File: config.mk
export PLATFORM = sky130hd
export DESIGN_NAME = sdram_write
export DESIGN_NICKNAME = d
export VERILOG_FILES = /design/src/rtl/sdram_pkg.sv /design/src/rtl/sdram_wait_cnt.sv /design/src/rtl/sdram_write.sv
export SDC_FILE = /design/constraint.sdc
export NUM_CORES = 1
export LEC_CHECK = 0
export ABC_AREA = 1
export CORE_UTILIZATION = 46
export CTS_BUF_LIST = sky130_fd_sc_hd__clkbuf_8 sky130_fd_sc_hd__clkbuf_16
export DETAILED_ROUTE_END_ITERATION = 8
export PLACE_DENSITY = 0.87
export SLEW_MARGIN = 20
export SYNTH_ARGS = -nofsm -noshare
export SYNTH_HDL_FRONTEND = slang
export SYNTH_SLANG_ARGS = --single-unit
File: constraint.sdc
create_clock -name sys_clk -period 4.2 [get_ports sys_clk]
set_input_delay 0.84 -clock sys_clk [delete_from_list [all_inputs] [get_ports sys_clk]]
set_output_delay 0.84 -clock sys_clk [all_outputs]
set_load 0.01 [all_outputs]
File: src/rtl/sdram_pkg.sv
// Shared SDRAM constants: command codes, idle bus values, address layout, state encoding.
package sdram_pkg;

    localparam int unsigned CMD_W     = 4;
    localparam int unsigned BA_W      = 2;
    localparam int unsigned ADDR_W    = 11;
    localparam int unsigned DATA_W    = 32;
    localparam int unsigned ADDR_IN_W = 21;
    localparam int unsigned LEN_W     = 10;

    // {cs_n, ras_n, cas_n, we_n}
    localparam logic [CMD_W-1:0] CMD_NOP        = 4'b0111;
    localparam logic [CMD_W-1:0] CMD_ACTIVE     = 4'b0011;
    localparam logic [CMD_W-1:0] CMD_WRITE      = 4'b0100;
    localparam logic [CMD_W-1:0] CMD_BURST_STOP = 4'b0110;
    localparam logic [CMD_W-1:0] CMD_PRECHARGE  = 4'b0010;

    localparam logic [BA_W-1:0]   BA_DEFAULT     = 2'b11;
    localparam logic [ADDR_W-1:0] ADDR_DEFAULT   = 11'h7ff;
    localparam logic [ADDR_W-1:0] ADDR_ALL_BANKS = 11'h400;

    // Flat request address is {bank, row, col}
    localparam int unsigned BANK_MSB = 20;
    localparam int unsigned BANK_LSB = 19;
    localparam int unsigned ROW_MSB  = 18;
    localparam int unsigned ROW_LSB  = 8;
    localparam int unsigned COL_LSB  = 0;

    typedef enum logic [3:0] {
        WR_IDLE,
        WR_ACTIVE,
        WR_TRCD,
        WR_WRITE,
        WR_DATA,
        WR_STOP,
        WR_TWR,
        WR_PRE,
        WR_TRP,
        WR_END
    } wr_state_t;

    function automatic int unsigned max_u(input int unsigned a, input int unsigned b);
        return (a > b) ? a : b;
    endfunction

    // Bits needed to hold values 0..max_val
    function automatic int unsigned cnt_width(input int unsigned max_val);
        return (max_val < 2) ? 1 : $clog2(max_val + 1);
    endfunction

endpackage

File: src/rtl/sdram_wait_cnt.sv
// Per-state cycle counter: cleared on state change, flags when the terminal count is reached.
module sdram_wait_cnt #(
    parameter int unsigned CNT_W = 9
) (
    input  logic             sys_clk,
    input  logic             sys_rst_n,
    input  logic             clr,
    input  logic [CNT_W-1:0] tc,
    output logic             done_c
);

    logic [CNT_W-1:0] cnt;

    // Count up from zero, hold at the terminal count until the next clear
    always_ff @(posedge sys_clk or negedge sys_rst_n) begin
        if (!sys_rst_n) begin
            cnt <= '0;
        end else if (clr) begin
            cnt <= '0;
        end else if (!done_c) begin
            cnt <= cnt + CNT_W'(1);
        end
    end

    assign done_c = (cnt == tc);

endmodule

File: src/rtl/sdram_write.sv
// SDRAM write-burst engine: ACTIVE, full-page WRITE, BURST_STOP, PRECHARGE, streaming FIFO words to DQ.
module sdram_write
    import sdram_pkg::*;
#(
    parameter int unsigned TRCD_CLK = 2,
    parameter int unsigned TWR_CLK  = 2,
    parameter int unsigned TRP_CLK  = 2,
    parameter int unsigned COL_W    = 8
) (
    input  logic                 sys_clk,
    input  logic                 sys_rst_n,
    input  logic                 init_end,
    input  logic                 wr_en,
    input  logic [ADDR_IN_W-1:0] wr_addr_in,
    input  logic [LEN_W-1:0]     wr_burst_len,
    input  logic [DATA_W-1:0]    wr_data,
    output logic                 wr_ack,
    output logic                 wr_end,
    output logic [CMD_W-1:0]     wr_cmd,
    output logic [BA_W-1:0]      wr_ba,
    output logic [ADDR_W-1:0]    wr_addr,
    output logic                 wr_sdram_en,
    output logic [DATA_W-1:0]    wr_sdram_data
);

    localparam int unsigned PAGE_WORDS = 1 << COL_W;
    localparam int unsigned CNT_W =
        cnt_width(max_u(max_u(PAGE_WORDS, TRCD_CLK), max_u(TWR_CLK, TRP_CLK)));

    // Terminal counts are (cycles in state - 1); only used when the state lasts at least one cycle
    localparam logic [CNT_W-1:0] TC_TRCD = CNT_W'(TRCD_CLK - 2);
    localparam logic [CNT_W-1:0] TC_TWR  = CNT_W'(TWR_CLK - 2);
    localparam logic [CNT_W-1:0] TC_TRP  = CNT_W'(TRP_CLK - 2);

    wr_state_t              state;
    wr_state_t              state_next;
    logic [ADDR_IN_W-1:0]   addr_q;
    logic [LEN_W-1:0]       len_q;
    logic [CNT_W-1:0]       tc;
    logic                   done;
    logic                   start;

    assign start = (state == WR_IDLE) && (state_next == WR_ACTIVE);

    // State register
    always_ff @(posedge sys_clk or negedge sys_rst_n) begin
        if (!sys_rst_n) begin
            state <= WR_IDLE;
        end else begin
            state <= state_next;
        end
    end

    // Capture address and length for the whole burst; a zero length is treated as one word
    always_ff @(posedge sys_clk or negedge sys_rst_n) begin
        if (!sys_rst_n) begin
            addr_q <= '0;
            len_q  <= '0;
        end else if (start) begin
            addr_q <= wr_addr_in;
            len_q  <= (wr_burst_len == '0) ? LEN_W'(1) : wr_burst_len;
        end
    end

    sdram_wait_cnt #(
        .CNT_W (CNT_W)
    ) u_wait_cnt (
        .sys_clk   (sys_clk),
        .sys_rst_n (sys_rst_n),
        .clr       (state_next != state),
        .tc        (tc),
        .done_c    (done)
    );

    // Next state and command/address decode
    always_comb begin
        state_next = state;
        tc         = '0;
        wr_cmd     = CMD_NOP;
        wr_ba      = BA_DEFAULT;
        wr_addr    = ADDR_DEFAULT;
        wr_end     = 1'b0;
        case (state)
            WR_IDLE: begin
                if (init_end && wr_en) begin
                    state_next = WR_ACTIVE;
                end
            end
            WR_ACTIVE: begin
                wr_cmd     = CMD_ACTIVE;
                wr_ba      = addr_q[BANK_MSB:BANK_LSB];
                wr_addr    = addr_q[ROW_MSB:ROW_LSB];
                state_next = (TRCD_CLK > 1) ? WR_TRCD : WR_WRITE;
            end
            WR_TRCD: begin
                tc = TC_TRCD;
                if (done) begin
                    state_next = WR_WRITE;
                end
            end
            WR_WRITE: begin
                wr_cmd     = CMD_WRITE;
                wr_ba      = addr_q[BANK_MSB:BANK_LSB];
                wr_addr    = ADDR_W'(addr_q[COL_LSB+COL_W-1:COL_LSB]);
                state_next = (len_q > LEN_W'(1)) ? WR_DATA : WR_STOP;
            end
            WR_DATA: begin
                tc = CNT_W'(len_q - LEN_W'(2));
                if (done) begin
                    state_next = WR_STOP;
                end
            end
            WR_STOP: begin
                wr_cmd     = CMD_BURST_STOP;
                state_next = (TWR_CLK > 1) ? WR_TWR : WR_PRE;
            end
            WR_TWR: begin
                tc = TC_TWR;
                if (done) begin
                    state_next = WR_PRE;
                end
            end
            WR_PRE: begin
                wr_cmd     = CMD_PRECHARGE;
                wr_addr    = ADDR_ALL_BANKS;
                state_next = (TRP_CLK > 1) ? WR_TRP : WR_END;
            end
            WR_TRP: begin
                tc = TC_TRP;
                if (done) begin
                    state_next = WR_END;
                end
            end
            WR_END: begin
                wr_end     = 1'b1;
                state_next = WR_IDLE;
            end
            default: begin
                state_next = WR_IDLE;
            end
        endcase
    end

    // Data path: one FIFO word per cycle during WRITE and DATA
    assign wr_sdram_en   = (state == WR_WRITE) || (state == WR_DATA);
    assign wr_ack        = wr_sdram_en;
    assign wr_sdram_data = wr_sdram_en ? wr_data : '0;

endmodule

==> Word level (Yosys, flattened, before mapping) <==
Index checks and enable logic that the tools add are counted.
{ "totals": {"ff_bits": 44, "in_bits": 67, "out_inout_bits": 52, "elab_cells": 42} }
{ "op_classes": {"addsub": 2, "order_cmp": 1, "n_eq_ne": 13, "muxes": 16, "reduce_logical": 6} }
{ "op_table": {"columns": ["cell", "n"], "rows": [
  ["4-bit one-hot mux with 9 select lines", 1],
  ["11-bit one-hot mux with 3 select lines", 1],
  ["32-bit two-way mux", 1],
  ["9-bit two-way mux", 3],
  ["4-bit two-way mux", 5],
  ["4-bit by 3-bit == test with 1-bit output (second input constant)", 4],
  ["3-bit one-hot mux with 4 select lines", 1],
  ["10-bit by 1-bit greater-than comparator with 1-bit output (second input constant)", 1],
  ["10-bit logical NOT", 1],
  ["10-bit two-way mux", 1],
  ["9-bit by 1-bit adder with 9-bit output (second input constant)", 1],
  ["9-bit == test", 1],
  ["9-bit by 2-bit subtractor with 9-bit output (second input constant)", 1],
  ["4-bit by 1-bit == test with 1-bit output (second input constant)", 2],
  ["4-bit by 2-bit == test with 1-bit output (second input constant)", 2],
  ["4-bit == test (second input constant)", 2],
  ["4-bit logical NOT", 1],
  ["4-bit != test", 1],
  ["1-bit logical AND", 2],
  ["1-bit two-way mux", 2],
  ["2-bit two-way mux", 1],
  ["2-bit by 1-bit != test with 1-bit output (second input constant)", 1],
  ["2-bit OR reduction", 1],
  ["1-bit logical OR", 1]
]} }

==> Depth between registers and ports, before layout <==
Gate-level depths: netlist (run 1).
{ "depth": {"word_depth": 7, "depth_mapped": 16, "ltp_nobuf": 16} }

==> Hierarchy <==
Synthesis (run 1) repeated with hierarchy kept, for this count alone.
{ "hier_totals": {"cells_unflattened": 429, "area_unflattened_um2": 2937.8} }
{ "by_module_without_submodules": {"columns": ["mod", "n_inst", "cells_each", "area_per_inst_um2", "seq_area_each_um2"], "rows": [
  ["sdram_write", 1, 320, 2168.3, 875.8],
  ["sdram_wait_cnt", 1, 109, 769.5, 225.2]
]} }

==> Least setup slack after synthesis (run 1) <==
No wires, ideal clock.
{ "synth_timing": {"path_type": "reg-to-output", "start": "register state[2]", "end": "output wr_sdram_en", "arrival_ns": 1.497, "slack_ns": 1.863, "path_stages_with_launch": 9, "n_path_buf": 3, "path_cell_list": "dfrtp_1 -> nor2_1 -> nand2_1 -> nor2_1 -> buf_2 -> nor2_1 -> buf_2 -> inv_1 -> buf_4"} }
{ "synth_between": {"elab_chain_cells": 2} }
{ "synth_rtl": {"columns": ["item", "line_no", "rtl"], "rows": [
  ["start, declared", "sdram_write.sv:35", "wr_state_t state;"],
  ["start signal, assigned", "sdram_write.sv:50", "state <= state_next;"],
  ["4-bit by 2-bit == test with 1-bit output / 4-bit by 3-bit == test with 1-bit output (equally long branches)", "sdram_write.sv:145", "assign wr_sdram_en = (state == WR_WRITE) || (state == WR_DATA);"],
  ["1-bit logical OR *", "sdram_write.sv:145", null],
  ["end, declared", "sdram_write.sv:22", "output logic wr_sdram_en,"]
]} }
Every way passes the cells marked *; elsewhere a longest branch is shown, timed or not.

==> Final worst setup path (run 1) <==
{ "layout_timing": {"start": "register state[2]", "end": "output wr_addr[0]"} }
{ "layout_between": {"elab_chain_cells": 2} }
{ "layout_rtl": {"columns": ["item", "line_no", "rtl"], "rows": [
  ["4-bit by 3-bit == test with 1-bit output, or another cell as far along", "sdram_write.sv:83", "case (state)"],
  ["11-bit one-hot mux with 3 select lines *", "sdram_write.sv:83", null],
  ["end, declared", "sdram_write.sv:21", "output logic [ADDR_W-1:0] wr_addr,"]
]} }
Marks and branches as above.

==> metrics, run 1 <==
status=finished, final reports clean; syn avg cell area=approximately 6.7 um2; fin. max-slew vios=0; Worst slew margin=52.73%; post-synth cell types=28; Buf/Inv on CP=1; commonest non-fill, non-tap cell in the layout=nand2_1; n_diodes=0; Area Growth Syn to Fin=47.89%; hold-fix buffers at CTS=0; Final Hold Viols=0; initial cell density of the core=between 40% and 50%; cts repair resizes=0; most frequent cells in the layout=137 x nand2_1, 116 x clkdlybuf4s50_1, 69 x inv_1; Clock Tree Root=clkbuf_8; # setup viols final=0; critical path fanouts, max=10; period utilization=78.65%; vias in the first global route=2637; initial antenna violation count=0; Seq/Total Area, Yosys=40.40%; Core ar.=0.005608 mm2; min Tclk post-route=between 3 and 4 ns; WL met1=3.023 mm; Worst VDD drop=0.0003344 V; cell breakdown of the critical path=nor2_1 > nand2_1 > nor2_1 > nand2_1 > nand3_1 > clkdlybuf4s50_1; drt drc=0; Syn Std Cell Area=0.002725 mm2; Lkg Pwr=1.994 nW; post-placement cell area=around 0.004 mm2; Vias/cell=4.850; crit path kind=flip-flop to output pin; Worst Path Required=~3.4 ns; # fillers=455; reg-to-reg startpoint=state[1]; total of warnings raised by yosys=0; Die X=approximately 79 um; HP Start=addr_q[1]; Final Util=71.87%; nets=589; drt first pass iters=4; largest net degree at the start of global routing=45; total of max-cap violations=0; CP endpoint kind=output pin; gr ovfl total=0; P per Cell Area=just under 600 mW/mm2; Tot Pwr=approximately 2.4 mW; RSZ-0062 raised after global routing=false; Design Area, Final=between 0.004 and 0.005 mm2; drt initial violations=106; setup tns final=0 ns; die height=a little under 80 um; Tightest Pin Transition=0.7082 ns; Post-CTS Setup Bufs=0; WL per Instance=12.11 um; total CTS buffers=5; routed via count=2876; Routed Antenna Nets=0; Critical Path Max Stage Delay=approximately 0.57 ns; port buffer count=117; top sig layer=met4; met2 routed WL=~3.4 mm; Detailed Place HPWL=between 5 and 6 mm; Max Clock Skew=0.007791 ns; fmax=about 300 MHz; Post-synth top flop=dfrtp_1; first-pass GRT wire length=between 10 and 15 mm; path category of the worst min-delay check=flip-flop to flip-flop; H-tree levels=2; IO Pins=119; Mapped Nets=~480; fraction of layout cells with a size suffix above 1=6.910%; Worst path slowest cell=nor2_1; clock buffer depth=2; GP Congestion=0.8297; EDFF count, synth=0; clock latency on the worst-skew pair=0.30 ns; CTS clk-pin slew, worst paths=approximately 0.08 ns; crit-path leading delay family=simple AND/OR/NAND/NOR gates; clock sinks=between 40 and 50; CP Data Arrival Time=2.46 ns; synthesized instance count=406; cell row count=27; drt total wl=7.179 mm; Synth Register Bits=44; Routed met3 length=656 um; Post-synth ARST share=100.0%; Die ar.=0.006236 mm2; CTS tree=done; critical path launch point type=flip-flop; gr usage total=24.51%; CP Launch Point=state[2]
-- layer usage --
layer / global-route usage [%] / vias to the layer above
met3: 6.782 / 6
met4: 6.545 / 0
met5: 0 / -
met2: 42.41 / 130
li1: - / 1453
met1: 29.86 / 1287
-- sequential cells by signal, indices dropped and copies added, names as in the netlist --
register        flops
addr_q             21
len_q              10
u_wait_cnt.cnt      9
state               4
-- synth_stat cells (all sizes together), types with 3 or more instances --
cell type / count / area share, %
buf: 10 / 2.2
clkbuf: 3 / 0.41
dfrtp: 44 / 40
inv: 70 / 9.6
nand2: 140 / 20
nand3: 30 / 6.5
nand4: 10 / 2.3
nor2: 62 / 9.8
nor3: 5 / 0.92
o21ai: 12 / 2.2
o21bai: 3 / 0.83
xor2: 6 / 1.9
-- where the power goes --
part | leakage, nW | internal, mW | switching, mW
sequential | 0.562 | 0.590 | 0.137
combinational | 1.38 | 0.627 | 0.764
clock | 0.0486 | 0.131 | 0.144
-- worst register-to-register path: stages (launching register included) --
cell	delay [ns]
dfrtp_1	0.46
nor2_1	0.36
nand4_1	0.13
buf_4	0.27
inv_1	0.58
a21oi_1	0.23
nand3_4	0.22
nor2_2	0.06
-- layout make-up --
cell class                 count  area, um2  area share, %
clock buffer                   6      82.58          2.049
clock inverter                 2      11.26         0.2794
inverter                      70      262.8          6.520
multi-input combinational    279       1291          32.04
sequential                    44       1101          27.32
tap                           72      90.09          2.235
timing repair buffer         120       1191          29.56
-- through the flow --
stage | setup slack [ns] | std cells | hold slack, ns
4_1_cts | 0.9212 | 593 | 0.4877
2_1_floorplan | 1.863 | 406 | 0.4414
5_1_grt | 0.7382 | 593 | 0.5097
6_report | 0.8967 | 593 | 0.4864
3_3_place_gp | 1.281 | 585 | 0.4588
3_5_place_dp | 1.227 | 585 | 0.4657
-- kinds of logic (layout without fill, tap and decap cells) --
family                   Yosys count  count (layout)  share of synthesized area [%]
XOR/XNOR                           7               7                          2.525
AO/OA/AOI/OAI                     19              19                          3.903
flip-flops                        44              44                          40.40
adder cells (fa/ha/maj)            2               2                         0.9181
buffers and inverters             83             198                          12.30
AND/OR/NAND/NOR                  250             250                          39.81
other                              1               1                         0.1376
-- final timing paths --
| check | end | depth (start not counted) | slack (ns) |
|---|---|---|---|
| min in group asynchronous | len_q[5] | 1 | 0.52 |
| hold / removal | addr_q[1] | 2 | 0.49 |
| setup / recovery | wr_addr[0] | 6 | 0.90 |
| setup reg to reg | u_wait_cnt.cnt[2] | 7 | 1.78 |
| hold reg to reg | addr_q[1] | 2 | 0.49 |
| max in group asynchronous | len_q[0] | 1 | 3.30 |
(Power assumes the default switching activity.)
==> run 2, diff against run 1 <==
--- a/config.mk
+++ b/config.mk
@@ -6,10 +6,10 @@
 export NUM_CORES = 1
 export LEC_CHECK = 0
 export ABC_AREA = 1
-export CORE_UTILIZATION = 46
+export CORE_UTILIZATION = 43
 export CTS_BUF_LIST = sky130_fd_sc_hd__clkbuf_8 sky130_fd_sc_hd__clkbuf_16
 export DETAILED_ROUTE_END_ITERATION = 8
-export PLACE_DENSITY = 0.87
+export PLACE_DENSITY = 0.82
 export SLEW_MARGIN = 20
 export SYNTH_ARGS = -nofsm -noshare
 export SYNTH_HDL_FRONTEND = slang
==> constraint.sdc (replaced) <==
create_clock -name sys_clk -period 3.1 [get_ports sys_clk]
set_input_delay 0.62 -clock sys_clk [delete_from_list [all_inputs] [get_ports sys_clk]]
set_output_delay 0.62 -clock sys_clk [all_outputs]
set_load 0.01 [all_outputs]
==> run 2 against run 1 <==
- hold slack got worse by 0.0034 ns
- wire length rose by 3.6%
- clock-buffer cell count did not move
- clock power rose by 37%
- total power rose by 37%
- setup slack got worse by 0.77 ns
- register-to-register slack got worse by 0.78 ns
- highest routed layer unchanged
- critical endpoint is now wr_addr[2]
- cell area rose by 0.34%
- die area rose by 6.8%
- critical path type unchanged
- flip-flop and latch count did not move
- first-iteration DRC count rose by 86%
- global-route usage fell by 0.79 points
==> metrics, run 2 (synthesis gave the netlist of run 1 again) <==
Tightest Pin Transition=between 0.9 and 1 ns; Die X=between 80 and 90 um; CTS clk-pin slew, worst paths=~0.090 ns; most frequent cells in the layout=137 x nand2_1, 116 x clkdlybuf4s50_1, 69 x inv_1; Worst Path Required=2.48 ns; grt peak-use layer=met2; Area Growth Syn to Fin=48.39%; WL per Instance=approximately 12 um; Most flops, register=addr_q; P per Cell Area=810.0 mW/mm2; largest net degree at the start of global routing=45; reg-to-reg startpoint=state[3]; status=finished, final reports clean; RSZ-0062 raised after global routing=false; Routed Antenna Nets=0; met1 GRT Util=a little over a quarter; # setup viols final=0; H-tree levels=2; CP Data Arrival Time=2.35 ns; initial antenna violation count=0; Multi-input gate area=0.001296 mm2; drt initial violations=197; first-pass GRT wire length=12.01 mm; CP Launch Point=state[3]; crit path kind=flip-flop to output pin; min Tclk post-route=2.970 ns; n_diodes=0; cell row count=28; drt first pass iters=4; total CTS buffers=5; Worst slew margin=34.35%; setup tns final=0 ns; Largest register FFs=21; Regs by FF count=addr_q: 21 flops, len_q: 10 flops, u_wait_cnt.cnt: 9 flops; Vias/cell=4.844; Clock Tree Root=clkbuf_8; clock latency on the worst-skew pair=0.30 ns; routed via count=2892; clock buffer depth=2; clock sinks=44; CTS tree=done; nets=590; total of max-cap violations=0; period utilization=95.81%; Sequential Area=0.001101 mm2; fin. max-slew vios=0; critical path launch point type=flip-flop; CP endpoint kind=output pin; Die ar.=0.006660 mm2; # fillers=520; die height=81.61 um; GP Congestion=0.8678; drt drc=0; Final Hold Viols=0; Worst VDD drop=0.0005831 V; critical path fanouts, max=10; Core ar.=0.006026 mm2; met2 GRT Util=44.50%; Detailed Place HPWL=about 5.7 mm; gr usage total=23.72%; path category of the worst min-delay check=input port to asynchronous set/reset pin; port buffer count=117; gr ovfl total=0; fmax=336.7 MHz; fraction of layout cells with a size suffix above 1=7.088%; hold-fix buffers at CTS=0; pre-CTS setup slack=~0.13 ns; Post-CTS Setup Bufs=0; IO Pins=about 120; Lkg Pwr=2.001 nW; vias in the first global route=2792; drt total wl=7.435 mm; Final WS setup=0.1298 ns; commonest non-fill, non-tap cell in the layout=nand2_1; Max Clock Skew=0.008599 ns; GRT met3 Usage=4.667%; initial cell density of the core=45.22%
## run 2: cell count changes in the layout (fill, tap and decap cells not counted), sizes merged
cell	change
buf	+1
## run 2: what timing repair did
item / CTS / global route
endpoints found under the setup margin: 34 / 0
hold endpoints to repair: 0 / 0
gates resized for setup: 1 / 0
## run 2: final timing paths
kind                                      to  slack, ns  cells past startpoint
max                               wr_addr[2]       0.13                      7
min                                 len_q[5]       0.48                      1
max reg2reg                u_wait_cnt.cnt[2]       1.00                      9
min reg2reg                        addr_q[7]       0.48                      2
max in group asynchronous         addr_q[12]       2.01                      1
min in group sys_clk               addr_q[7]       0.48                      2
## run 2: layout make-up
cell class | count | area share, %
clock buffer | 6 | 2.042
clock inverter | 2 | 0.2785
inverter | 70 | 6.498
multi-input combinational | 279 | 32.05
sequential | 44 | 27.23
tap | 75 | 2.321
timing repair buffer | 121 | 29.58
## run 2: routing by layer
metal  up-vias  part of all wire, %
met5         -                    0
met4         0                  1.2
met3        10                  8.2
met2       120                   49
met1      1315                   41
li1       1447                    -
## run 2: worst max-delay path, cell delays in order (launching register included)
cell and delay [ns]:
dfrtp_1 0.46, nor2_1 0.16, nand2_1 0.16, nor2_1 0.28
buf_4 0.25, nand2_1 0.08, nand3_1 0.11, clkdlybuf4s50_1 0.56
## run 2: power breakdown
part,internal (mW),leakage (nW),switching [mW]
Combinational,0.852,1.39,1.06
Sequential,0.799,0.562,0.187
Clock,0.178,0.0486,0.201
## run 2: through the flow
step                power (mW)  cell area [um2]  std cells  utilization [%]  hold WS, ns
global placement         2.819             3945        589            65.47       0.4622
detailed placement       2.886             3945        589            65.47       0.4652
global route             3.559             4044        597            67.11       0.5067
CTS                      3.284             4044        597            67.11       0.4871
floorplan                2.086             2725        406                -       0.3244
finish                   3.276             4044        597            67.11       0.4830
